--- src/rtl/pipe_reg_chain_pkg.sv ---
`default_nettype none
// ============================================================================
// Module   : viterbi_pkg
// Brief    : Shared constants and helpers for the Viterbi retiming pipeline.
// Revision : 1.0 - initial release
// ============================================================================
package viterbi_pkg;

  localparam int unsigned VITERBI_WORD_W = 8;
  // Widest valid vector popcount() can count; chains must keep DEPTH at or below this.
  localparam int unsigned POP_MAX_W      = 64;

  function automatic int unsigned popcount(input logic [POP_MAX_W-1:0] bits);
    int unsigned n;
    n = 0;
    for (int i = 0; i < POP_MAX_W; i++) begin
      n = n + {31'b0, bits[i]};
    end
    return n;
  endfunction

  function automatic int unsigned occ_width(input int unsigned depth);
    return $clog2(depth + 1);
  endfunction

endpackage
`default_nettype wire

--- src/rtl/pipe_reg_chain_stage.sv ---
`default_nettype none
// ============================================================================
// Module   : pipe_reg_stage
// Brief    : One elastic register stage with bubble-collapsing ready.
// Revision : 1.0 - initial release
// ============================================================================
module pipe_reg_stage #(
  parameter int unsigned      WIDTH      = 8,
  parameter logic [WIDTH-1:0] RESET_DATA = '0
) (
  input  logic             Clock,
  input  logic             Reset,
  input  logic             Flush,
  input  logic             up_valid,
  input  logic [WIDTH-1:0] up_data,
  input  logic             down_ready,
  output logic             v,
  output logic [WIDTH-1:0] d,
  output logic             rdy
);

  logic             r_v;
  logic [WIDTH-1:0] r_d;

  // An empty stage always accepts, so bubbles close up behind a stall.
  assign rdy = !r_v || down_ready;
  assign v   = r_v;
  assign d   = r_d;

  always_ff @(posedge Clock) begin
    if (Reset) begin
      r_v <= 1'b0;
      r_d <= RESET_DATA;
    end else if (Flush) begin
      r_v <= 1'b0;
    end else if (rdy) begin
      r_v <= up_valid;
      if (up_valid) begin
        r_d <= up_data;
      end
    end
  end

endmodule
`default_nettype wire

--- src/rtl/pipe_reg_chain.sv ---
`default_nettype none
// ============================================================================
// Module   : pipe_reg_chain
// Brief    : DEPTH-stage elastic register pipeline with flush and occupancy.
// Revision : 1.0 - initial release
// ============================================================================
module pipe_reg_chain
  import viterbi_pkg::*;
#(
  parameter int unsigned      WIDTH      = VITERBI_WORD_W,
  parameter int unsigned      DEPTH      = 4,
  parameter logic [WIDTH-1:0] RESET_DATA = '0
) (
  input  logic                            Clock,
  input  logic                            Reset,
  input  logic                            Flush,
  input  logic                            InValid,
  output logic                            InReady,
  input  logic [WIDTH-1:0]                InData,
  output logic                            OutValid,
  input  logic                            OutReady,
  output logic [WIDTH-1:0]                OutData,
  output logic [occ_width(DEPTH)-1:0]     Occupancy
);

  localparam int unsigned OCC_W = occ_width(DEPTH);

  // Index 0 is the upstream port; index i+1 is the output of stage i.
  logic [DEPTH:0]   w_vld;
  logic [WIDTH-1:0] w_dat [DEPTH+1];
  // Index i is stage i's ready; index DEPTH is the downstream ready.
  logic [DEPTH:0]   w_rdy;
  logic [POP_MAX_W-1:0] w_vbits;

  assign w_vld[0]     = InValid;
  assign w_dat[0]     = InData;
  assign w_rdy[DEPTH] = OutReady;

  for (genvar i = 0; i < DEPTH; i++) begin : g_stage
    pipe_reg_stage #(
      .WIDTH      (WIDTH),
      .RESET_DATA (RESET_DATA)
    ) u_stage (
      .Clock      (Clock),
      .Reset      (Reset),
      .Flush      (Flush),
      .up_valid   (w_vld[i]),
      .up_data    (w_dat[i]),
      .down_ready (w_rdy[i+1]),
      .v          (w_vld[i+1]),
      .d          (w_dat[i+1]),
      .rdy        (w_rdy[i])
    );
  end

  assign InReady   = w_rdy[0] && !Flush;
  assign OutValid  = w_vld[DEPTH];
  assign OutData   = w_dat[DEPTH];
  assign w_vbits   = POP_MAX_W'(w_vld[DEPTH:1]);
  assign Occupancy = OCC_W'(popcount(w_vbits));

endmodule
`default_nettype wire
--- config.mk ---
export PLATFORM = sky130hd
export DESIGN_NAME = pipe_reg_chain
export DESIGN_NICKNAME = d
export VERILOG_FILES = /design/src/rtl/pipe_reg_chain_pkg.sv /design/src/rtl/pipe_reg_chain_stage.sv /design/src/rtl/pipe_reg_chain.sv
export SDC_FILE = /design/constraint.sdc
export NUM_CORES = 1
export LEC_CHECK = 0
export CAP_MARGIN = 30
export CORE_MARGIN = 3
export CORE_UTILIZATION = 45
export DETAILED_ROUTE_END_ITERATION = 12
export PLACE_DENSITY = 0.73
export REMOVE_ABC_BUFFERS = 1
export SYNTH_ARGS = -nofsm -noshare
export SYNTH_HDL_FRONTEND = slang
export SYNTH_SLANG_ARGS = --single-unit
--- constraint.sdc ---
create_clock -name Clock -period 2.5 [get_ports Clock]
set_clock_uncertainty 0.1 [all_clocks]
set_input_delay 0.375 -clock Clock [delete_from_list [all_inputs] [get_ports Clock]]
set_output_delay 0.375 -clock Clock [all_outputs]
set_load 0.02 [all_outputs]
After elaboration in Yosys (flattened, before gate mapping):

Cells that the tools add are included.

* register bits after elaboration: 36
* input bits: 13
* output and inout bits: 13
* word-level logic and storage cells: 27

* add/sub/neg operators: 3
* bitwise operators: 1
* reduce and logical (&&, ||, !) cells: 15

Operator list (number)
* $reduce_and A3 Y1: 4
* $logic_not A1 Y1: 5
* $logic_or A1 B1 Y1: 4
* $add A2 B1 Y3: 1
* $add A3 B1 Y3: 1
* $add A1 B1 Y2: 1
* $reduce_or A2 Y1: 1
* $logic_and A1 B1 Y1: 1
* $not A1 Y1: 1

Depth between registers and ports, before layout:

* depth after elaboration: 6
* mapped depth: 5
* gate-level depth less buffers: 5

Modules after synthesis:

From an unflattened synthesis, not the netlist that was laid out.

* cells, all modules: 169
* area total of the unflattened synthesis: 1734.2 um^2

By module, submodules not included
* pipe_reg_stage: times used 4, cells an instance 40, area each 414.1 um^2, seq. area each 180.2 um^2
* pipe_reg_chain: times used 1, cells an instance 9, area each 77.6 um^2, seq. area each 0.0 um^2

Least setup slack after synthesis:

No wires, ideal clock.

* kind: reg-to-output
* from: register g_stage[3].u_stage.r_v
* to: output port Occupancy[1]
* arrival time: 1.725 ns
* required time: 2.025 ns
* slack: 0.300 ns
* cell stages (with the launch flop): 6
* path buffers: 0
* cell sequence: dfxtp_1 inv_1 fa_1 inv_1 ha_1 ha_1

* cells in the longest elaborated chain, start to end: 1

Ends and longest elaborated chain
* start: declaration: line pipe_reg_chain_stage.sv:22 `logic r_v;`
* start signal: assignment: line pipe_reg_chain_stage.sv:37 `r_v <= up_valid;`
* $add A3 B1 Y3: line pipe_reg_chain_pkg.sv:17 `n = n + {31'b0, bits[i]};`
* end: declaration: line pipe_reg_chain.sv:23 `output logic [occ_width(DEPTH)-1:0] Occupancy`

No other way between the ends.

Worst setup path in the final report:

Ends and elaborated chain as after synthesis.

==> flow_metrics.py <==
metrics = {
    "die": {
        "die_area_um2": 4160,
        "rows": 20,
        "fp.dieW_um": 64.5,
        "initial_utilization": 0.488,
        "die_h_um": 64.5,
        "core_um2": 3150,
        "design.portCount": 26,
    },
    "power": {
        "power.leakage_nw": 0.654,
        "powerDensity_nw_per_um2": 519,
        "vdd.ir_drop.worst_mv": 0.321,
    },
    "routing": {
        "drc": 0,
        "avgViaCountPerCell": 5.11,
        "via_count": 1252,
        "drt_iter0_markers": 59,
        "drtAntennaViolNets": 0,
        "drtPass1Iterations": 4,
        "wirelength_um": 2930,
        "routedWlPerCell_um": 12.0,
    },
    "placed_design": {
        "gp_congestion": 0.738,
        "dp_hpwl_um": 2300,
        "numPortBuffers": 25,
        "dpl_cell_area_um2": 1840,
        "dp_slack_ns": -0.0210,
    },
    "worst_setup_path": {
        "reg2reg_depth": 5,
        "r2r-end": "g_stage[0].u_stage.d[3]",
        "required_ns": 2.03,
        "cp-start-kind": "flip-flop",
        "worst-setup-path-type": "flip-flop to output port",
        "slowest_stage": "fa_1",
        "cp_cell_sequence": "inv_1, fa_1, inv_1, ha_1, ha_1, buf_2",
        "critical_path.top_delay_family": "adder cells",
        "critPathBufInv": 3,
        "max_stage_delay_ns": 0.54,
        "r2r_setup_slack_ns": 0.91,
        "cp-end-kind": "output port",
        "cp.arrival_ns": 1.96,
        "rr_startpoint": "g_stage[3].u_stage.v",
        "critPathMaxFanout": 2,
    },
    "final_layout": {
        "fillers": 317,
        "multi_input_comb_area_um2": 738,
        "ff_latch_area_um2": 721,
        "final_nets": 216,
        "design_area_um2": 1880,
        "antenna_cells": 0,
        "syn2layout_area_growth_pct": 22.4,
        "mostFrequentLayoutCells": "dfxtp_1 (36), a21oi_1 (26), nand3_1 (24), clkdlybuf4s50_1 (22), nand2b_1 (21)",
        "final_common_cell": "dfxtp_1",
        "layout-drive-gt1-share": 0.0846,
    },
    "cts": {
        "cts_tree": "done",
        "cts-root-buf": "clkbuf_4",
        "cts_buffers": 5,
        "htreeDepth": 2,
        "clk_path_buf_depth": 2,
        "postCtsSetupBuffers": 0,
        "hold_buffers": 0,
        "cts.sink_count": 36,
        "clock_latency_ns": 0.33,
        "clk_pin_slew_ns": 0.11,
    },
    "synthesis": {
        "synth_cells": 174,
        "ys_ff_latch": 36,
        "yosysWarnings": 0,
        "synth.distinct_cells": 25,
        "yosysSeqAreaShare": 0.468,
        "syn_area_um2": 1540,
        "synth_area_per_cell_um2": 8.84,
    },
    "sta": {
        "whs_ns": 0.372,
        "rsz0062_at_grt": "false",
        "fmax_ghz": 0.411,
        "setup_viol": 0,
        "worst_slew_pin_slew_ns": 0.541,
        "final-hold-violation-count": 0,
        "period_minus_slack_ns": 2.43,
        "period_share": 0.973,
        "finalWorstSetupSlack_ns": 0.0673,
        "slew_headroom": 0.639,
        "maxSlewViolCount": 0,
    },
    "flow_run": {
        "drv_cap": 0,
    },
    "hold_path": {
        "worst_hold_path.num_cells": 2,
        "hold_end": "g_stage[2].u_stage.d[0]",
        "min_from": "g_stage[1].u_stage.d[0]",
        "hold_class": "flip-flop to flip-flop",
    },
    "global_routing": {
        "grt_use_total": 0.153,
        "grt_pass1_vias": 1166,
        "grt.overflow.total": 0,
        "grt_max_degree": 21,
        "grt_first_pass_wirelength_um": 5000,
        "grt_antenna_before_repair": 0,
    },
    "status": {
        "outcome": "finished, final reports clean",
    },
}
## registers in the layout, summed over array words and instances, names as in the netlist
register / count
g_stage.u_stage.v: 4
g_stage.u_stage.d: 32
## final cells by class
class                   count  share of cell area
multi-input cells         120               0.392
flip-flops and latches     36               0.383
repair buffers             32               0.155
clock buffers               8              0.0312
well taps                  44              0.0292
inverters                   5             0.00997
## synthesized netlist by cell type
cell,number,area (µm²)
dfxtp_1,36,721
fa_1,1,20.0
buf_6,1,11.3
clkbuf_1,9,33.8
nand4b_1,1,8.76
a21oi_1,26,130
nand2b_1,21,131
buf_1,1,3.75
o21ai_1,8,40.0
nor2b_1,4,25.0
o21a_1,1,7.51
o21ai_0,16,80.1
a21boi_0,2,15.0
and3b_1,1,8.76
buf_4,1,7.51
nand3b_1,1,7.51
clkbuf_2,1,5.00
ha_1,2,25.0
mux2i_1,8,80.1
inv_1,5,18.8
nor2_1,1,3.75
and4b_4,1,13.8
nand3_1,24,120
a21oi_4,1,16.3
nor3_1,1,5.00
## worst register-to-register path, stage by stage (launching register included)
cell	delay, ns
dfxtp_1	0.33
buf_4	0.15
and4b_4	0.18
buf_4	0.17
a21oi_4	0.34
mux2i_1	0.24
## per-layer routing
metal | wire (µm) | share of wire | up-vias | track usage
li1 | - | - | 655 | -
met5 | 0 | 0 | - | 0
met4 | 38 | 0.013 | 0 | 0.0554
met1 | 1260 | 0.43 | 562 | 0.169
met3 | 143 | 0.049 | 5 | 0.0416
met2 | 1490 | 0.51 | 30 | 0.278
## kinds of logic after synthesis
logic type	synth area share
multiplexers	0.0520
buffers and inverters	0.0520
flip-flops	0.468
AND/OR/NAND/NOR	0.211
adder cells (fa/ha/maj)	0.0293
AO/OA/AOI/OAI	0.188
## worst max-delay path by stage
stage                         to  slack, ns                 start  cells after the start
finish              Occupancy[1]       0.07  g_stage[3].u_stage.v                      6
CTS                 Occupancy[2]      0.002  g_stage[3].u_stage.v                      6
global route        Occupancy[1]      0.005  g_stage[3].u_stage.v                      6
global placement    Occupancy[1]       0.06  g_stage[3].u_stage.v                      6
floorplan           Occupancy[1]       0.30  g_stage[3].u_stage.v                      5
detailed placement  Occupancy[1]      -0.02  g_stage[3].u_stage.v                      6
## where the power goes
part	internal, W	total (W)	switching, W
Combinational	0.0000399	0.0000716	0.0000317
Sequential	0.000582	0.000586	0.00000469
Clock	0.000139	0.000319	0.000180
## repair_timing
action,CTS,global route
setup endpoints to repair,3,1
gates resized for setup,6,2
pin swaps,0,0
## per-stage QoR
| step | instances | utilization | power [W] | setup TNS, ns |
|---|---|---|---|---|
| 2_1_floorplan | 161 | - | 0.000630 | 0 |
| 3_5_place_dp | 237 | 0.582 | 0.000673 | -0.0210 |
| 3_3_place_gp | 237 | 0.582 | 0.000670 | 0 |
| 4_1_cts | 245 | 0.598 | 0.000985 | 0 |
| 6_report | 245 | 0.597 | 0.000977 | 0 |
| 5_1_grt | 245 | 0.597 | 0.00101 | 0 |
Note: power is estimated with default switching activity, not from simulation.
